### src/rtl/demux_pkg.sv
// Shared types and default geometry for the 16-bit 1-to-16 registered demultiplexer.
package demux_pkg;

  localparam int unsigned DefWidth = 16;
  localparam int unsigned DefLanes = 16;
  localparam int unsigned DefSelW  = 4;

  typedef enum logic [1:0] {
    IDLE,
    FILL,
    FULL
  } state_e;

endpackage

### src/rtl/demux16bit_1to16_seq_if.sv
// Source-side/lane-side bundle for demux16bit_1to16_seq.
// DEMUX_READBACK_EN adds the Rsel/Rdata readback pair.
interface demux16bit_1to16_seq_if import demux_pkg::*; #(
  parameter int unsigned WIDTH = DefWidth,
  parameter int unsigned LANES = DefLanes,
  parameter int unsigned SEL_W = DefSelW
);

  logic                   E;
  logic                   Load;
  logic                   Auto;
  logic [SEL_W-1:0]       S;
  logic [WIDTH-1:0]       X;
  logic                   Clear;
  logic [LANES*WIDTH-1:0] Z;
  logic [LANES-1:0]       Valid;
  logic                   Ready;
  logic                   Done;
`ifdef DEMUX_READBACK_EN
  logic [SEL_W-1:0]       Rsel;
  logic [WIDTH-1:0]       Rdata;

  modport master (
    output E, Load, Auto, S, X, Clear, Rsel,
    input  Z, Valid, Ready, Done, Rdata
  );

  modport slave (
    input  E, Load, Auto, S, X, Clear, Rsel,
    output Z, Valid, Ready, Done, Rdata
  );
`else
  modport master (
    output E, Load, Auto, S, X, Clear,
    input  Z, Valid, Ready, Done
  );

  modport slave (
    input  E, Load, Auto, S, X, Clear,
    output Z, Valid, Ready, Done
  );
`endif

endinterface

### src/rtl/demux_lane_reg.sv
// One output lane: WIDTH-bit data register plus a written-since-clear flag.
// Clear drops the flag only; the data is retained.
module demux_lane_reg import demux_pkg::*; #(
  parameter int unsigned WIDTH = DefWidth
) (
  input  logic             clk_i,
  input  logic             rst_ni,
  input  logic             we_i,
  input  logic             clr_i,
  input  logic [WIDTH-1:0] d_i,
  output logic [WIDTH-1:0] q_o,
  output logic             valid_o
);

  logic [WIDTH-1:0] data_q, data_d;
  logic             valid_q, valid_d;

  always_comb begin
    data_d  = data_q;
    valid_d = valid_q;
    if (we_i) begin
      data_d  = d_i;
      valid_d = 1'b1;
    end
    if (clr_i) begin
      valid_d = 1'b0;
    end
  end

  always_ff @(posedge clk_i or negedge rst_ni) begin
    if (!rst_ni) begin
      data_q  <= '0;
      valid_q <= 1'b0;
    end else begin
      data_q  <= data_d;
      valid_q <= valid_d;
    end
  end

  assign q_o     = data_q;
  assign valid_o = valid_q;

endmodule

### src/rtl/demux16bit_1to16_seq.sv
// Registered 1-to-16 demux: routes X to a lane by S or by an auto-incrementing frame pointer.
// Optional readback port enabled with DEMUX_READBACK_EN.
module demux16bit_1to16_seq import demux_pkg::*; #(
  parameter int unsigned WIDTH = DefWidth,
  parameter int unsigned LANES = DefLanes,
  parameter int unsigned SEL_W = DefSelW
) (
  input logic                   Clk,
  input logic                   Reset_n,
  demux16bit_1to16_seq_if.slave bus
);

  state_e           state_q, state_d;
  logic [SEL_W-1:0] ptr_q, ptr_d;
  logic             done_q, done_d;
  logic             ready;
  logic             wr;
  logic [SEL_W-1:0] wr_sel;
  logic [LANES-1:0] we;
  logic [LANES-1:0] valid;
  logic [WIDTH-1:0] lane_q [LANES];
  logic [LANES*WIDTH-1:0] z;

  assign ready = (state_q != FULL);
  // Clear wins over a same-cycle Load, and a full frame stalls all writes.
  assign wr    = bus.E & bus.Load & ready & ~bus.Clear;

  always_comb begin
    state_d = state_q;
    ptr_d   = ptr_q;
    done_d  = 1'b0;
    wr_sel  = bus.Auto ? ptr_q : bus.S;
    if (bus.Clear) begin
      state_d = IDLE;
      ptr_d   = '0;
    end else if (wr && bus.Auto) begin
      if (ptr_q == SEL_W'(LANES - 1)) begin
        ptr_d   = '0;
        done_d  = 1'b1;
        state_d = FULL;
      end else begin
        ptr_d   = ptr_q + 1'b1;
        state_d = FILL;
      end
    end
  end

  always_ff @(posedge Clk or negedge Reset_n) begin
    if (!Reset_n) begin
      state_q <= IDLE;
      ptr_q   <= '0;
      done_q  <= 1'b0;
    end else begin
      state_q <= state_d;
      ptr_q   <= ptr_d;
      done_q  <= done_d;
    end
  end

  always_comb begin
    we = '0;
    if (wr) begin
      we[wr_sel] = 1'b1;
    end
  end

  for (genvar i = 0; i < LANES; i++) begin : g_lane
    demux_lane_reg #(
      .WIDTH (WIDTH)
    ) u_lane (
      .clk_i   (Clk),
      .rst_ni  (Reset_n),
      .we_i    (we[i]),
      .clr_i   (bus.Clear),
      .d_i     (bus.X),
      .q_o     (lane_q[i]),
      .valid_o (valid[i])
    );
  end

  always_comb begin
    z = '0;
    for (int i = 0; i < LANES; i++) begin
      z[i*WIDTH +: WIDTH] = lane_q[i];
    end
  end

  assign bus.Z     = z;
  assign bus.Valid = valid;
  assign bus.Ready = ready;
  assign bus.Done  = done_q;

`ifdef DEMUX_READBACK_EN
  // Reads the stored value; a write in the same cycle is not visible yet.
  assign bus.Rdata = lane_q[bus.Rsel];
`endif

endmodule
### src/flat_wrapper.sv
// flat-port wrapper written by rule: the top's interface ports become plain ports
module demux16bit_1to16_seq_flat import demux_pkg::*;
#(
  parameter int unsigned WIDTH = DefWidth,
  parameter int unsigned LANES = DefLanes,
  parameter int unsigned SEL_W = DefSelW
)
  (Clk, Reset_n, bus_E, bus_Load, bus_Auto, bus_S, bus_X, bus_Clear, bus_Z, bus_Valid, bus_Ready, bus_Done);
  demux16bit_1to16_seq_if #(.WIDTH(WIDTH), .LANES(LANES), .SEL_W(SEL_W)) bus_i ();
  input logic Clk;
  input logic Reset_n;
  input wire logic [$bits(bus_i.E)-1:0] bus_E;
  input wire logic [$bits(bus_i.Load)-1:0] bus_Load;
  input wire logic [$bits(bus_i.Auto)-1:0] bus_Auto;
  input wire logic [$bits(bus_i.S)-1:0] bus_S;
  input wire logic [$bits(bus_i.X)-1:0] bus_X;
  input wire logic [$bits(bus_i.Clear)-1:0] bus_Clear;
  output wire logic [$bits(bus_i.Z)-1:0] bus_Z;
  output wire logic [$bits(bus_i.Valid)-1:0] bus_Valid;
  output wire logic [$bits(bus_i.Ready)-1:0] bus_Ready;
  output wire logic [$bits(bus_i.Done)-1:0] bus_Done;
  assign bus_i.E = bus_E;
  assign bus_i.Load = bus_Load;
  assign bus_i.Auto = bus_Auto;
  assign bus_i.S = bus_S;
  assign bus_i.X = bus_X;
  assign bus_i.Clear = bus_Clear;
  assign bus_Z = bus_i.Z;
  assign bus_Valid = bus_i.Valid;
  assign bus_Ready = bus_i.Ready;
  assign bus_Done = bus_i.Done;
  demux16bit_1to16_seq #(.WIDTH(WIDTH), .LANES(LANES), .SEL_W(SEL_W)) u_core (.Clk(Clk), .Reset_n(Reset_n), .bus(bus_i));
endmodule
### config.mk
export PLATFORM = sky130hd
export DESIGN_NAME = demux16bit_1to16_seq_flat
export DESIGN_NICKNAME = d
export VERILOG_FILES = /design/src/rtl/demux_pkg.sv /design/src/rtl/demux16bit_1to16_seq_if.sv /design/src/rtl/demux_lane_reg.sv /design/src/rtl/demux16bit_1to16_seq.sv /design/src/flat_wrapper.sv
export SDC_FILE = /design/constraint.sdc
export NUM_CORES = 1
export LEC_CHECK = 0
export CORE_MARGIN = 2
export CORE_UTILIZATION = 48
export CTS_BUF_LIST = sky130_fd_sc_hd__clkbuf_4 sky130_fd_sc_hd__clkbuf_8 sky130_fd_sc_hd__clkbuf_16
export DETAILED_ROUTE_END_ITERATION = 8
export PLACE_DENSITY = 0.8
export SYNTH_ARGS = -nofsm -noshare
export SYNTH_HDL_FRONTEND = slang
export SYNTH_SLANG_ARGS = --single-unit
### constraint.sdc
create_clock -name Clk -period 2.85 [get_ports Clk]
set_input_delay 0.285 -clock Clk [delete_from_list [all_inputs] [get_ports Clk]]
set_output_delay 0.285 -clock Clk [all_outputs]
set_load 0.01 [all_outputs]
# --- After elaboration in Yosys (flattened, before gate mapping) ---
# Cells that the tools add are included.
op_classes:
  n_addsub: 1
  n_lt_le_gt_ge: 2
  eq_ne: 2
  mux: 45
  bitwise_logic: 4
  reduce_logical: 19
op_table:
  columns: ["op", "count"]
  rows:
  - ["$mux 1", 36]
  - ["$reduce_bool 2->1", 17]
  - ["$mux 16", 1]
  - ["$mux 4", 4]
  - ["$mux 2", 3]
  - ["$lt 4x5->1 const B", 1]
  - ["$add 4x1->4 const B", 1]
  - ["$demux 1 s4", 1]
  - ["$eq 4x4->1 const B", 1]
  - ["$ge 4x1->1 const B", 1]
  - ["$and 1x1->1", 3]
  - ["$logic_and 1x1->1", 2]
  - ["$ne 2x2->1 const B", 1]
  - ["$not 1->1", 1]
totals:
  reg_bits: 279
  in_bits: 26
  out_inout_bits: 274
  word_cells: 108

# --- Depth between registers and ports, before layout ---
depth:
  ltp_word: 8
  depth_mapped: 7
  ltp_nobuf: 4

# --- Hierarchy ---
# Synthesis repeated with hierarchy kept, for this count alone.
hier_totals:
  hier_cells: 650
  hier_area_um2: 11492.3
by_module_without_submodules:
  columns: ["mod", "instances", "cells_per_inst", "area_each_um2", "seq_area_each_um2"]
  rows:
  - ["demux_lane_reg", 16, 36, 680.7, 425.4]
  - ["demux16bit_1to16_seq", 1, 74, 601.8, 175.2]

# --- Least setup slack after synthesis ---
# No wires, ideal clock.
synth_timing:
  path_type: "in2reg"
  from: "in bus_Auto"
  to: "reg u_core.g_lane[2].u_lane.data_q[10]"
  setup_time_ns: 0.125
  t_arrival_ns: 2.029
  t_required_ns: 2.725
  slack_ns: 0.696
  stages: 7
  cell_sequence: "buf_6 -> mux2i_1 -> or4b_4 -> buf_6 -> nor3_4 -> buf_12 -> mux2_4"
synth_via:
  elab_chain_len: 6
  elab_cells_between_ends: 7
  classes_between: "2 x order compare; 4 x mux; 1 x reduce/logical"
synth_rtl:
  columns: ["item", "line", "source"]
  rows:
  - ["start, declared", "flat_wrapper.sv:14", "input wire logic [$bits(bus_i.Auto)-1:0] bus_Auto;"]
  - ["$mux 4 *", "demux16bit_1to16_seq.sv:32", "wr_sel = bus.Auto ? ptr_q : bus.S;"]
  - ["$lt 4x5->1 (implied by the code) or $ge 4x1->1 (tied branches)", "demux16bit_1to16_seq.sv:63", "we[wr_sel] = 1'b1;"]
  - ["$logic_and 1x1->1 (implied by the code)", "demux16bit_1to16_seq.sv:63", null]
  - ["$mux 1 (implied by the code)", "demux16bit_1to16_seq.sv:63", null]
  - ["$demux 1 s4 *", null, null]
  - ["$mux 16 *", "demux16bit_1to16_seq.sv:62", "if (wr) begin"]
  - ["end signal, assigned", "demux_lane_reg.sv:35", "data_q <= data_d;"]
  - ["end, declared", "demux_lane_reg.sv:15", "logic [WIDTH-1:0] data_q, data_d;"]
# Every way passes the cells marked *; elsewhere a longest branch is shown, timed or not.
# A chain may end at the register's enable or synchronous reset.

# --- Worst setup path in the final report ---
layout_timing:
  from: "reg u_core.ptr_q[1]"
  to: "reg u_core.g_lane[3].u_lane.data_q[13]"
layout_via:
  elab_chain_len: 6
  elab_cells_between_ends: 7
  classes_between: "2 x order compare; 4 x mux; 1 x reduce/logical"
layout_rtl:
  columns: ["item", "line", "source"]
  rows:
  - ["start, declared", "demux16bit_1to16_seq.sv:14", "logic [SEL_W-1:0] ptr_q, ptr_d;"]
  - ["start signal, assigned", "demux16bit_1to16_seq.sv:55", "ptr_q <= ptr_d;"]
  - ["$mux 4 *", "demux16bit_1to16_seq.sv:32", null]
  - ["$lt 4x5->1 (implied by the code) or $ge 4x1->1 (tied branches)", "demux16bit_1to16_seq.sv:63", null]
  - ["$logic_and 1x1->1 (implied by the code)", "demux16bit_1to16_seq.sv:63", null]
  - ["$mux 1 (implied by the code)", "demux16bit_1to16_seq.sv:63", null]
  - ["$demux 1 s4 *", null, null]
  - ["$mux 16 *", "demux16bit_1to16_seq.sv:62", null]
  - ["end signal, assigned", "demux_lane_reg.sv:35", null]
  - ["end, declared", "demux_lane_reg.sv:15", null]
# Marked as above.

==> flow_summary.json <==
{
  "status": "complete, no violations",
  "post_synth.cell_area_avg_um2": 16.7,
  "num_cts_buffers": 29,
  "route.antenna.remaining_nets": 0,
  "post-cts-setup-buffer-count": 0,
  "most-common-layout-cells": "clkdlybuf4s50_1, dfrtp_1, mux2_2, mux2_4, clkbuf_16",
  "start_util_pct": 48.7,
  "synthCells": 660,
  "grt_antenna_before_repair": 1,
  "skew_ns": 0.0111,
  "drt_pre_antenna_iters": 4,
  "cp_num_buf_inv": 1,
  "p_leak_nw": 7.20,
  "ys_top_cells_by_area": "dfrtp_1, mux2_2, mux2_4",
  "cts_hold_buf": 1,
  "mostFrequentLayoutCell": "clkdlybuf4s50_1",
  "crit_path_start_kind": "flop",
  "clock_sink_count": 279,
  "grt-ovfl-total": 0,
  "tritoncts": "built",
  "finalWorstSetupSlack_ns": 0.643,
  "design.die.area_mm2": 0.0241,
  "standard_cell_row_count": 55,
  "timing.slew.headroom_pct": 29.0,
  "post-dp-hpwl_um": 19300,
  "area_added_between_synthesis_and_finish_pct": 39.8,
  "critical_path.cell_chain": "mux2i_1 > or4b_4 > nor3_4 > buf_4 > mux2_4",
  "worst-path-max-fanout": 10,
  "cts.root.buffer_cell": "clkbuf_16",
  "post_route_cells_drive_above_1_share_pct": 36.4,
  "synth.net_count": 687,
  "seq_area_mm2": 0.00698,
  "worst_setup_path_end": "u_core.g_lane[3].u_lane.q_o[13]",
  "slew_at_the_pin_closest_to_its_max_slew_limit_ns": 1.04,
  "number_of_global_route_vias_before_repair": 7138,
  "nNetsFinal": 994,
  "routed_via_density": 5.24,
  "grt.total_usage_pct": 23.0,
  "drv.max_cap_violation_count": 0,
  "grt_setup_unrepaired": "false",
  "synth.ff_latch_count": 279,
  "timing.critical_path.max_delay_family": "simple AND/OR/NAND/NOR gates",
  "timing.final.crit_share_pct": 77.4,
  "final_critical_path_required_period_ns": 2.21,
  "finalWeightedCongestion": 0.783,
  "final_cell_area_mm2": 0.0154,
  "critical_path_cell_count": 5,
  "preCtsSetupSlack_ns": 0.188,
  "synthDominantAreaCellType": "dfrtp_1",
  "arrival_ns": 2.61,
  "clk_pin_slew_ns": 0.06,
  "required_ns": 3.25,
  "crit_path_start": "u_core.ptr_q[1]",
  "ys_warn_count": 0,
  "timing.critical_path.to_type": "flop",
  "synth.lib_cells_used.distinct": 31,
  "n_fill_cell": 1571,
  "cts-root-to-sink-buffers": 3,
  "average_wire_per_standard_cell_um": 21.7,
  "maximum_number_of_pins_on_one_net_before_global_route_repair": 99,
  "cts_resized": 0,
  "fin_hold_ws_ns": 0.405,
  "hold_class": "in2async",
  "setup_viol": 0,
  "setup.worst_path.class": "reg2reg",
  "postRouteWirelength_um": 27600,
  "num_vias": 6667,
  "r2r_cells": 5,
  "r2r-start": "u_core.ptr_q[1]",
  "power_per_cell_area_mw_per_mm2": 674,
  "port-buffer-count": 299,
  "maxSlewViolCount": 0,
  "detail_route.drc_violations": 0,
  "maxClockFrequency_ghz": 0.453,
  "report.final.hold_viol_count": 0,
  "netlist_area_mm2": 0.0110,
  "timing.rr.end": "u_core.g_lane[3].u_lane.q_o[13]",
  "die-width_um": 155,
  "cts-htree-levels": 1,
  "yosys.area.top_type_share_pct": 63.5,
  "grt_first_pass_wirelength_um": 42900,
  "finalSetupTns_ns": 0,
  "clock_insertion_delay_worst_skew_ns": 0.53,
  "irDropWorstVdd_mv": 0.607,
  "timing.critical_path.slowest_cell_delay_ns": 0.65,
  "postPlaceCellArea_mm2": 0.0143,
  "core_mm2": 0.0226,
  "drtIter0Drc": 208,
  "die_h_um": 155,
  "critical-path-slowest-cell": "or4b_4",
  "power.total_mw": 10.4,
  "synth_sequential_area_ratio_pct": 63.5,
  "ff2ff_setup_slack_ns": 0.64,
  "footprint_of_the_multi_input_gates_mm2": 0.00363,
  "pin_count": 300
}
==> flip-flops by register name, indices dropped and copies added (netlist names) <==
register	cells
u_core.g_lane.u_lane.valid_o	16
u_core.state_q	2
u_core.g_lane.u_lane.q_o	256
u_core.bus.Done	1
u_core.ptr_q	4
==> routing by layer <==
layer	vias to the layer above	track usage, %	routed length [um]
met5	-	0	0
met4	0	5.55	489
met3	34	7.08	2230
met2	236	37.8	13300
met1	3461	30.2	11700
li1	2936	-	-
==> metrics by stage <==
step	std cells	util [%]
global route	1272	68.1
finish	1272	68.1
CTS	1271	68.1
floorplan	660	-
detailed placement	1220	63.6
global placement	1220	63.6
==> cells in the mapped netlist <==
cell      number
nor3_4         8
buf_6          6
nand2_1        1
o311ai_0       1
a32oi_1        2
mux2i_1        1
nor2_1         3
o21ai_0        4
dfrtp_1      279
nor3_2         8
or3_1          1
mux2_2       221
ha_1           1
inv_1          5
nand3_1        4
nand2b_1       1
mux2_4        36
nand4_2        1
a21oi_1        2
a21o_1        16
clkbuf_1      19
or4b_4         1
a22oi_1        2
nand4_1        1
buf_4         24
and2b_1        1
mux2i_2        1
nor2b_1        3
a31o_2         2
buf_2          1
buf_12         4
==> power breakdown <==
group / switching [mW] / leakage, nW / internal (mW)
clock: 1.48 / 0.508 / 2.48
combinational: 0.724 / 2.93 / 1.06
sequential: 0.239 / 3.76 / 4.38
total: 2.44 / 7.20 / 7.92
==> kinds of logic (layout without fill, tap and decap cells) <==
family | count (synthesis) | after routing | synth area share (%)
fa+ha+maj | 1 | 1 | 0.114
mux | 259 | 259 | 27.8
simple gates | 33 | 33 | 2.88
flops | 279 | 279 | 63.5
compound gates | 29 | 29 | 1.90
other cells | 0 | 1 | 0
buf+inv | 59 | 385 | 3.85
==> cell type report <==
type	count	share of cell area, %
flip-flops and latches	279	45.4
inverters	5	0.122
multi-input cells	322	23.6
diodes	1	0.0163
well taps	285	2.32
clock buffers	36	5.11
clock inverters	14	1.46
repair buffers	330	21.9
==> how the worst min path moves through the flow <==
stage	depth (start not counted)	slack, ns	to
after floorplan	0	-0.01	u_core.bus.Done
after global placement	1	0.38	u_core.g_lane[15].u_lane.q_o[8]
after detailed placement	1	0.37	u_core.g_lane[15].u_lane.q_o[8]
after CTS	2	0.38	u_core.ptr_q[2]
after global routing	2	0.41	u_core.ptr_q[2]
final	2	0.40	u_core.g_lane[15].u_lane.q_o[8]
No activity file was read; power rests on OpenSTA's default activity.
